===== config.mk =====
export PLATFORM = sky130hd
export DESIGN_NAME = ahb_lsu_master
export DESIGN_NICKNAME = d
export VERILOG_FILES = /design/src/rtl/ahb_lsu_master_pkg.sv /design/src/rtl/ahb_lsu_master_lane_align.sv /design/src/rtl/ahb_lsu_master.sv
export SDC_FILE = /design/constraint.sdc
export NUM_CORES = 1
export LEC_CHECK = 0
export CAP_MARGIN = 0
export CORE_AREA = 2 2 121 123
export CTS_CLUSTER_DIAMETER = 50
export DETAILED_ROUTE_END_ITERATION = 10
export DIE_AREA = 0 0 123 125
export PLACE_DENSITY_LB_ADDON = 0.15
export SYNTH_ARGS = -nofsm -noshare
export SYNTH_HDL_FRONTEND = slang
export SYNTH_SLANG_ARGS = --single-unit
export TNS_END_PERCENT = 30

===== constraint.sdc =====
create_clock -name clk -period 1.9 [get_ports clk]
set_input_delay 0.38 -clock clk [delete_from_list [all_inputs] [get_ports clk]]
set_output_delay 0.38 -clock clk [all_outputs]
set_load 0.02 [all_outputs]

===== src/rtl/ahb_lsu_master_pkg.sv =====
// Shared AHB-Lite encodings and LSU master state type.
// The bus encodings are also reused by the fetch-side master.
package ahb_lsu_master_pkg;

  // HTRANS encodings
  localparam logic [1:0] HTRANS_IDLE   = 2'b00;
  localparam logic [1:0] HTRANS_BUSY   = 2'b01;
  localparam logic [1:0] HTRANS_NONSEQ = 2'b10;
  localparam logic [1:0] HTRANS_SEQ    = 2'b11;

  // HBURST encodings (only SINGLE is issued by the LSU)
  localparam logic [2:0] HBURST_SINGLE = 3'b000;
  localparam logic [2:0] HBURST_INCR   = 3'b001;

  // HSIZE encodings
  localparam logic [2:0] HSIZE_BYTE  = 3'b000;
  localparam logic [2:0] HSIZE_HALF  = 3'b001;
  localparam logic [2:0] HSIZE_WORD  = 3'b010;
  localparam logic [2:0] HSIZE_DWORD = 3'b011;

  // HRESP encodings
  localparam logic HRESP_OKAY  = 1'b0;
  localparam logic HRESP_ERROR = 1'b1;

  // HPROT bit positions
  localparam int HPROT_DATA_BIT       = 0;
  localparam int HPROT_PRIV_BIT       = 1;
  localparam int HPROT_BUFFERABLE_BIT = 2;
  localparam int HPROT_CACHEABLE_BIT  = 3;

  // LSU master transfer states
  typedef enum logic [2:0] {
    ST_IDLE = 3'd0,
    ST_ADDR = 3'd1,
    ST_DATA = 3'd2,
    ST_ERR2 = 3'd3,
    ST_RESP = 3'd4
  } lsu_state_e;

  // Maps an LSU size code onto the HSIZE field
  function automatic logic [2:0] hsize_of(input logic [1:0] size);
    return {1'b0, size};
  endfunction

endpackage


===== src/rtl/ahb_lsu_master_lane_align.sv =====
// Byte-lane steering for the LSU master: store data replication across
// all lanes and load data extraction with sign/zero extension.
module ahb_lane_align #(
  parameter int DATA_W = 32,
  parameter int LANE_W = $clog2(DATA_W / 8)
) (
  input  logic [1:0]        size_i,
  input  logic              unsigned_i,
  input  logic [LANE_W-1:0] addr_lo_i,
  input  logic [DATA_W-1:0] wdata_i,
  input  logic [DATA_W-1:0] rdata_i,
  output logic [DATA_W-1:0] wdata_o,
  output logic [DATA_W-1:0] rdata_o
);

  logic [63:0] wide_w;
  logic [63:0] rep_w;
  logic [63:0] wide_r;
  logic [63:0] lane_r;
  logic [63:0] ext_r;
  logic        sign_fill;

  // Work at 64 bits internally so both legal widths share one datapath
  always_comb begin
    wide_w = '0;
    wide_w[DATA_W-1:0] = wdata_i;
    case (size_i)
      2'd0:    rep_w = {8{wide_w[7:0]}};
      2'd1:    rep_w = {4{wide_w[15:0]}};
      2'd2:    rep_w = {2{wide_w[31:0]}};
      default: rep_w = wide_w;
    endcase
    wdata_o = rep_w[DATA_W-1:0];

    wide_r = '0;
    wide_r[DATA_W-1:0] = rdata_i;
    lane_r = wide_r >> {addr_lo_i, 3'b000};
    sign_fill = 1'b0;
    case (size_i)
      2'd0: begin
        sign_fill = ~unsigned_i & lane_r[7];
        ext_r = {{56{sign_fill}}, lane_r[7:0]};
      end
      2'd1: begin
        sign_fill = ~unsigned_i & lane_r[15];
        ext_r = {{48{sign_fill}}, lane_r[15:0]};
      end
      2'd2: begin
        sign_fill = ~unsigned_i & lane_r[31];
        ext_r = {{32{sign_fill}}, lane_r[31:0]};
      end
      default: ext_r = lane_r;
    endcase
    rdata_o = ext_r[DATA_W-1:0];
  end

endmodule


===== src/rtl/ahb_lsu_master.sv =====
// AHB-Lite master for the LSU: one outstanding single transfer, byte-lane
// steering, two-cycle ERROR handling and misalignment trapping.
module ahb_lsu_master
  import ahb_lsu_master_pkg::*;
#(
  parameter int         ADDR_W     = 32,
  parameter int         DATA_W     = 32,
  parameter logic [3:0] HPROT_DATA = 4'b0001
) (
  input  logic              clk,
  input  logic              rst_n,
  input  logic              req_valid_i,
  output logic              req_ready_o,
  input  logic              req_we_i,
  input  logic [1:0]        req_size_i,
  input  logic              req_unsigned_i,
  input  logic [ADDR_W-1:0] req_addr_i,
  input  logic [DATA_W-1:0] req_wdata_i,
  output logic              resp_valid_o,
  output logic [DATA_W-1:0] resp_rdata_o,
  output logic              resp_err_o,
  output logic              stallreq_o,
  output logic              hsel_o,
  output logic [1:0]        htrans_o,
  output logic [ADDR_W-1:0] haddr_o,
  output logic              hwrite_o,
  output logic [2:0]        hsize_o,
  output logic [2:0]        hburst_o,
  output logic [3:0]        hprot_o,
  output logic              hmastlock_o,
  output logic [DATA_W-1:0] hwdata_o,
  input  logic              hready_i,
  input  logic              hresp_i,
  input  logic [DATA_W-1:0] hrdata_i
);

  localparam int         LANE_W   = $clog2(DATA_W / 8);
  localparam logic [1:0] MAX_SIZE = 2'(LANE_W);

  lsu_state_e        state_q, state_d;
  logic [ADDR_W-1:0] addr_q, addr_d;
  logic              we_q, we_d;
  logic [1:0]        size_q, size_d;
  logic              unsigned_q, unsigned_d;
  logic [DATA_W-1:0] wdata_q, wdata_d;
  logic [DATA_W-1:0] rdata_q, rdata_d;
  logic              err_q, err_d;

  logic [ADDR_W-1:0] align_mask;
  logic              req_illegal;
  logic [DATA_W-1:0] wdata_rep;
  logic [DATA_W-1:0] rdata_ext;
  logic              in_addr;
  logic              in_data;

  ahb_lane_align #(
    .DATA_W (DATA_W),
    .LANE_W (LANE_W)
  ) u_lane_align (
    .size_i     (size_q),
    .unsigned_i (unsigned_q),
    .addr_lo_i  (addr_q[LANE_W-1:0]),
    .wdata_i    (wdata_q),
    .rdata_i    (hrdata_i),
    .wdata_o    (wdata_rep),
    .rdata_o    (rdata_ext)
  );

  // Request legality: size must fit the bus and the address must be aligned
  always_comb begin
    align_mask  = (ADDR_W'(1) << req_size_i) - ADDR_W'(1);
    req_illegal = (req_size_i > MAX_SIZE) || ((req_addr_i & align_mask) != '0);
  end

  // State and transfer registers; reset abandons any transfer in flight
  always_ff @(posedge clk or negedge rst_n) begin
    if (!rst_n) begin
      state_q    <= ST_IDLE;
      addr_q     <= '0;
      we_q       <= 1'b0;
      size_q     <= 2'd0;
      unsigned_q <= 1'b0;
      wdata_q    <= '0;
      rdata_q    <= '0;
      err_q      <= 1'b0;
    end else begin
      state_q    <= state_d;
      addr_q     <= addr_d;
      we_q       <= we_d;
      size_q     <= size_d;
      unsigned_q <= unsigned_d;
      wdata_q    <= wdata_d;
      rdata_q    <= rdata_d;
      err_q      <= err_d;
    end
  end

  // Next-state logic: accept, address phase, data phase, ERROR tail, response
  always_comb begin
    state_d    = state_q;
    addr_d     = addr_q;
    we_d       = we_q;
    size_d     = size_q;
    unsigned_d = unsigned_q;
    wdata_d    = wdata_q;
    rdata_d    = rdata_q;
    err_d      = err_q;
    case (state_q)
      ST_IDLE: begin
        if (req_valid_i) begin
          rdata_d = '0;
          if (req_illegal) begin
            err_d   = 1'b1;
            state_d = ST_RESP;
          end else begin
            err_d      = 1'b0;
            addr_d     = req_addr_i;
            we_d       = req_we_i;
            size_d     = req_size_i;
            unsigned_d = req_unsigned_i;
            wdata_d    = req_wdata_i;
            state_d    = ST_ADDR;
          end
        end
      end
      ST_ADDR: begin
        if (hready_i) state_d = ST_DATA;
      end
      ST_DATA: begin
        if (hready_i) begin
          state_d = ST_RESP;
          if (hresp_i == HRESP_ERROR) begin
            err_d   = 1'b1;
            rdata_d = '0;
          end else begin
            err_d   = 1'b0;
            rdata_d = we_q ? '0 : rdata_ext;
          end
        end else if (hresp_i == HRESP_ERROR) begin
          state_d = ST_ERR2;
        end
      end
      ST_ERR2: begin
        if (hready_i) begin
          err_d   = 1'b1;
          rdata_d = '0;
          state_d = ST_RESP;
        end
      end
      ST_RESP: state_d = ST_IDLE;
      default: state_d = ST_IDLE;
    endcase
  end

  assign in_addr = (state_q == ST_ADDR);
  assign in_data = (state_q == ST_DATA) || (state_q == ST_ERR2);

  assign hsel_o      = in_addr;
  assign htrans_o    = in_addr ? HTRANS_NONSEQ : HTRANS_IDLE;
  assign haddr_o     = in_addr ? addr_q : '0;
  assign hwrite_o    = in_addr & we_q;
  assign hsize_o     = in_addr ? hsize_of(size_q) : HSIZE_BYTE;
  assign hburst_o    = HBURST_SINGLE;
  assign hprot_o     = in_addr ? HPROT_DATA : 4'b0000;
  assign hmastlock_o = 1'b0;
  assign hwdata_o    = (in_data && we_q) ? wdata_rep : '0;

  assign resp_valid_o = (state_q == ST_RESP);
  assign resp_rdata_o = resp_valid_o ? rdata_q : '0;
  assign resp_err_o   = resp_valid_o & err_q;

  assign req_ready_o = rst_n & req_valid_i & (state_q == ST_IDLE);
  assign stallreq_o  = rst_n & req_valid_i & ~resp_valid_o;

endmodule

==> metrics.md, run 1 <==
| Metric | Value |
|---|---|
| Share of post-route cells with drive strength above 1 | 46.1% |
| Final Wtd Congestion | 0.845 |
| Failing checks | setup timing |
| Clk Latency, worst-skew pair | 0.35 ns |
| Power density over the cells | 1200 mW/mm2 |
| Post-synth cell types | 38 |
| Final nets | 894 |
| Flop2flop setup slack | -0.20 ns |
| Worst EP required | 2.13 ns |
| Status | complete, but fails checks |
| RSZ-0062 raised after global routing | yes |
| Fin. max-slew vios | 0 |
| Drt drc | 0 |
| Crit path cell chain | or3b_4, nor2_4, nor4b_4, buf_6, clkbuf_16, mux2_2 |
| Depth of the worst register-to-register path | 6 |
| CTS Buf Count | 9 |
| Post-synthesis cell area | 0.00556 mm2 |
| Crit end category | register |
| Slew HR | 41.1% |
| Die Height | 125 um |
| Hold Crit Class | in -> async |
| Final Cycle Share | 111% |
| Critical path class | reg -> reg |
| Post-synth EDFFs | 0 |
| Top-count cell post-synth | dfrtp_1 |
| Vias in the first global route | 5219 |
| Leakage power | 4.32 nW |
| WP depth | 6 |
| Starting Density | 39.1% |
| Crit-path slowest cell | dfrtp_2 |
| Max stage delay on crit path | 0.48 ns |
| Yosys reg bits | 104 |
| Cell taking the most area after synthesis | dfrtp_1 |
| Total Power | 0.0113 W |
| DR vias | 4975 |
| Gate Count Post-Synth | 528 |
| Number of port buffers | 210 |
| Clk sink count | 104 |
| Syn avg cell area | 10.5 um2 |
| CP Buf/Inv Count | 2 |
| Least-Margin Pin Slew | 0.884 ns |
| WP data arrival | 2.34 ns |
| Clk slew on worst S/H paths | 0.07 ns |
| Worst setup SP type | register |
| Initial DRC count | 314 |
| Final Hold Fails | 0 |
| Top-area cell type share of the netlist area | 46.8% |
| Filler cells | 1104 |
| Detailed Place HPWL | 12400 um |
| WHS | 0.0600 ns |
| Root Buffer | clkbuf_16 |
| Tmin final | 2.10 ns |
| Vias/cell | 5.10 |
| Clock Skews | 0.00887 ns |
| Max-cap viol count | 0 |
| Finished Core Util | 66.6% |
| Placeable Area | 0.0142 mm2 |
| GRT overflow | 0 |
| Largest net degree at the start of global routing | 68 |
| Iteration count of the initial detailed-routing pass | 4 |
| VDD IR max | 0.523 mV |
| Top cells by area, synth | dfrtp_1 (47%), mux2_2 (14%), and2_1 (7.9%) |
| Initial antenna violation count | 0 |
| Die Wd | 123 um |
| R2r startpoint | state_q[1] |
| CTS Hold Buffers Added | 0 |
| Top_reg_cell synth | dfrtp_1 |
| Final ANT Viol Nets | 0 |
| Die ar. | 0.0154 mm2 |
| Yosys Warn Count | 0 |
| Final wirelength | 18200 um |
| H-tree levels | 3 |
| Ant diodes | 0 |
| Post-synth top cells | dfrtp_1 (104), and2_1 (70), mux2_2 (67) |
| Post-synth ARST share | 100% |
| CP Max Fanout | 8 |
| Max Freq | 0.475 GHz |
| First-pass GRT wire length | 27100 um |
| Row cnt | 44 |
| Top delay family on crit path | simple AND/OR/NAND/NOR gates |
| Total track usage | 22.5% |
| CTS tree | done |
| Final setup violation count | 171 |
| Worst reg2reg path endpoint | wdata_q[20] |
| Routed WL per cell | 18.6 um |
| Ports | 220 |
| Clk buf depth | 2 |
| Place WS | -0.688 ns |
| Layout area overhead | 70.1% |
| Register area share after synthesis | 46.8% |
| PnR worst setup slack | -0.204 ns |
==> placed cells by master (no fill, tap or decap), types with 2 or more instances in the layout <==
| master | n |
|---|---|
| nor2_2 | 9 |
| inv_6 | 2 |
| a21oi_4 | 7 |
| dlygate4sd2_1 | 5 |
| clkbuf_16 | 15 |
| nand2_1 | 36 |
| a221o_1 | 16 |
| inv_1 | 2 |
| nor4b_4 | 2 |
| nor2_1 | 20 |
| mux2_2 | 17 |
| buf_4 | 86 |
| dfrtp_2 | 4 |
| conb_1 | 9 |
| clkdlybuf4s50_1 | 98 |
| a21oi_2 | 5 |
| and3_4 | 3 |
| o21ai_0 | 24 |
| mux2i_1 | 29 |
| nor2_4 | 10 |
| nor3b_4 | 3 |
| mux2i_2 | 2 |
| buf_12 | 12 |
| nand3b_1 | 10 |
| buf_6 | 80 |
| nor3_1 | 5 |
| and2_1 | 37 |
| dfrtp_1 | 100 |
| and2_4 | 33 |
| and3_1 | 5 |
| mux2_4 | 59 |
| a21oi_1 | 23 |
==> metal layers <==
layer  global-route usage (%)  part of all wire [%]  up-vias
met2                     37.5                    50      180
met5                        0                     0        -
met1                     29.1                    42     2440
li1                         -                     -     2331
met3                     4.43                   6.1       24
met4                     7.49                   2.1        0
==> report_power, final <==
part / internal (W) / switching (W)
Combinational: 0.00322 / 0.00270
Clock: 0.000918 / 0.000825
Sequential: 0.00303 / 0.000611
==> worst reg2reg max path, stage by stage (launching register included) <==
cell	delay, ns
dfrtp_2	0.48
or3b_4	0.45
nor2_4	0.09
nor4b_4	0.25
buf_6	0.22
clkbuf_16	0.19
mux2_2	0.33
==> area by class of cell <==
class | count | area [um2] | area share (%)
Multi-Input combinational cell | 381 | 3350 | 35.4
Timing Repair Buffer | 290 | 2990 | 31.6
Sequential cell | 104 | 2610 | 27.6
Clock buffer | 10 | 239 | 2.53
Tap cell | 184 | 230 | 2.43
Clock inverter | 4 | 30.0 | 0.318
Inverter | 2 | 7.51 | 0.0794
==> kinds of logic (layout without fill, tap and decap cells) <==
logic type,count (synthesis),count (layout),synth area share [%]
other,1,9,0.0675
AOI/OAI and AO/OA,79,79,8.73
muxes,108,108,21.4
adders and majority gates,1,1,0.225
and+or+nand+nor,184,184,18.1
buffers and inverters,51,306,4.66
DFF,104,104,46.8
==> worst max path at each step <==
stage | from | end
final | state_q[1] | wdata_q[20]
after global placement | req_valid_i | req_ready_o
after global routing | state_q[1] | wdata_q[20]
after floorplan | state_q[1] | hwdata_o[16]
after detailed placement | req_valid_i | req_ready_o
after CTS | state_q[2] | resp_err_o
==> what timing repair did <==
item | in CTS | in global routing
setup buffers | 5 | 5
cloned | 2 | 8
setup endpoints to repair | 191 | 197
gates resized for setup | 445 | 318
hold endpoints to repair | 0 | 0
pin swaps | 6 | 13
==> registers in the layout (all words and copies together) (netlist names) <==
| register | count |
|---|---|
| size_q | 2 |
| err_q | 1 |
| we_q | 1 |
| wdata_q | 32 |
| unsigned_q | 1 |
| addr_q | 32 |
| state_q | 3 |
| rdata_q | 32 |
==> stage by stage <==
| step | area, um2 | std cells | TNS [ns] |
|---|---|---|---|
| floorplan | 5680 | 536 | -3.51 |
| global placement | 8340 | 942 | -66.45 |
| detailed placement | 8340 | 942 | -67.75 |
| CTS | 8650 | 963 | -21.34 |
| global route | 9460 | 975 | -31.26 |
| finish | 9460 | 975 | -18.46 |
No activity file was read; power rests on OpenSTA's default activity.
==> run 2, diff against run 1 <==
--- a/config.mk
+++ b/config.mk
@@ -11,6 +11,8 @@
 export DETAILED_ROUTE_END_ITERATION = 10
 export DIE_AREA = 0 0 123 125
 export PLACE_DENSITY_LB_ADDON = 0.15
+export REMOVE_ABC_BUFFERS = 1
+export SETUP_SLACK_MARGIN = 0.1
 export SYNTH_ARGS = -nofsm -noshare
 export SYNTH_HDL_FRONTEND = slang
 export SYNTH_SLANG_ARGS = --single-unit
==> run 2 against run 1 <==
Effect of this change:
- utilization is 1.7 points lower
- critical path depth is 1 higher
- global-route usage is 0.20 points higher
- setup slack worse by 0.075 ns
- the run still ends with setup timing left
- die area stayed put
==> metrics.md, run 2 (synthesis results as in run 1) <==
| Metric | Value |
|---|---|
| Status | complete, but fails checks |
| Vias/cell | 5.12 (+0.42%) |
| DR vias | 4955 (-0.40%) |
| Ports | 220 (unchanged) |
| Crit path cell chain | buf_6, or3b_4, nor2_4, nor4b_4, buf_6, buf_16, mux2_2 |
| Power density over the cells | 1190 mW/mm2 (-0.62%) |
| Iteration count of the initial detailed-routing pass | 5 (+1) |
| Hold Crit Class | in -> async |
| Fin. max-slew vios | 0 (unchanged) |
| Max-cap viol count | 0 (unchanged) |
| Root Buffer | clkbuf_16 |
| Vias in the first global route | 5242 (+0.44%) |
| Routed WL per cell | 18.5 um (-0.67%) |
| Starting Density | 39.1% (unchanged) |
| Share of post-route cells with drive strength above 1 | 42.9% (-3.2 points) |
| Clk buf depth | 2 (unchanged) |
| Die Wd | 123 um (unchanged) |
| Row cnt | 44 (unchanged) |
| Critical Path Start | state_q[1] |
| CP endpoint | addr_q[2] |
| Failing checks | setup timing |
| Total Power | 0.0109 W (-3.1%) |
| VDD IR max | 0.799 mV (+53%) |
| Layout area overhead | 65.8% |
| Initial antenna violation count | 0 (unchanged) |
| H-tree levels | 3 (unchanged) |
| First-pass GRT wire length | 27200 um (+0.10%) |
| Crit-path slowest cell | dfrtp_2 |
| Critical path class | reg -> reg |
| WHS | 0.110 ns (+0.0503 ns) |
| RSZ-0062 raised after global routing | yes |
| CTS tree | done |
| GRT overflow | 0 (unchanged) |
| Final ANT Viol Nets | 0 (unchanged) |
| Flop2flop setup slack | -0.28 ns (-0.08 ns) |
| CP Max Fanout | 15 (+7) |
| Worst reg2reg path endpoint | addr_q[2] |
| Clk sink count | 104 (unchanged) |
| Leakage power | 4.25 nW (-1.8%) |
| Depth of the worst register-to-register path | 7 (+1) |
| Placeable Area | 0.0142 mm2 (unchanged) |
| Final wirelength | 17900 um (-1.5%) |
| Final Hold Fails | 0 (unchanged) |
| Worst EP required | 2.14 ns (about the same) |
| Max stage delay on crit path | 0.47 ns (about the same) |
| CTS Buf Count | 9 (unchanged) |
| Largest net degree at the start of global routing | 105 (+54%) |
| Clock Skews | 0.00857 ns (-0.000300 ns) |
| Clk slew on worst S/H paths | 0.07 ns (about the same) |
| Least-Margin Pin Slew | 0.582 ns (-0.303 ns) |
| CTS Hold Buffers Added | 0 (unchanged) |
| WP data arrival | 2.42 ns (+0.08 ns) |
| Post-placement cell count | 927 (-1.6%) |
| Total track usage | 22.7% (+0.20 points) |
| Die Height | 125 um (unchanged) |
| Slew HR | 61.2% (+20 points) |
| Final nets | 885 (-1.0%) |
| Tmin final | 2.18 ns (+0.0752 ns) |
| Crit end category | register |
| Drt drc | 0 (unchanged) |
| Ant diodes | 0 (unchanged) |
| Worst setup SP type | register |
| PnR worst setup slack | -0.279 ns (-0.0752 ns) |
| Final Wtd Congestion | 0.833 (-1.4%) |
| Clk Latency, worst-skew pair | 0.35 ns (about the same) |
| Crit path top cell by count | buf_6 |
| Post-route insts no fill | 967 (-0.82%) |
| R2r startpoint | state_q[1] |
| Number of port buffers | 210 (unchanged) |
| Max Freq | 0.459 GHz (-3.4%) |
| TNS Setup | -27.56 ns (-9.09 ns) |
| Most frequent cells in the layout | dfrtp_1 (101), clkdlybuf4s50_1 (101), buf_6 (82), buf_4 (56), mux2_4 (51) |
| Die ar. | 0.0154 mm2 (unchanged) |
| Initial DRC count | 306 (-2.5%) |
| Final setup violation count | 188 (+9.9%) |
| Top Registers | addr_q (32), rdata_q (32), wdata_q (32) |
| Detailed Place HPWL | 11700 um (-5.5%) |
| Final Cycle Share | 115% (+4.0 points) |
==> run 2: cell type report <==
cell class | count | area, um2
clock buffers | 12 | 256
clock inverters | 3 | 17.5
fillers | 1104 | 4980
inverters | 2 | 7.51
multi-input cells | 381 | 3140
flip-flops and latches | 104 | 2610
well taps | 184 | 230
repair buffers | 281 | 2960
==> run 2: metrics by stage <==
stage | utilization (%) | area [um2] | setup WS [ns]
after floorplan | - | 5340 | -1.92
after global placement | 57.2 | 8130 | -0.783
after global routing | 64.9 | 9220 | -0.369
after CTS | 61.8 | 8780 | -0.283
final | 64.9 | 9220 | -0.279
after detailed placement | 57.2 | 8130 | -0.847
==> run 2: repair_timing <==
action / CTS / global route
endpoints found under the setup margin: 200 / 205
pin swaps: 11 / 24
cloned: 4 / 4
setup buffers: 14 / 3
resized for setup: 472 / 231
==> run 2: worst min-delay path by stage <==
stage,startpoint,to,slack (ns)
6_report,rst_n,rdata_q[2],0.11
5_1_grt,rst_n,rdata_q[2],0.18
4_1_cts,rst_n,rdata_q[3],0.17
3_5_place_dp,rdata_q[13],rdata_q[13],0.46
3_3_place_gp,rdata_q[8],rdata_q[8],0.46
2_1_floorplan,rst_n,addr_q[0],0.08
==> run 2: layer usage <==
layer  up-vias  wire length [um]  track usage, %  part of all wire (%)
li1       2316                 -               -                     -
met1      2452              7420            28.1                    41
met2       164              8970            38.5                    50
met3        23              1180            5.34                   6.6
met4         0               318            7.69                   1.8
met5         -                 0               0                     0
==> run 2: power by group <==
part,internal [W],leakage (nW),switching (W)
clock network,0.000951,0.134,0.000835
registers,0.00303,1.30,0.000633
logic,0.00312,2.81,0.00238
total,0.00710,4.25,0.00385
==> run 2: worst max-delay path, delay by kind of cell, from the launching register on <==
kind / cells / cell delay [ns]
simple gates: 3 / 0.67
buf+inv: 3 / 0.58
flops: 1 / 0.47
mux: 1 / 0.34
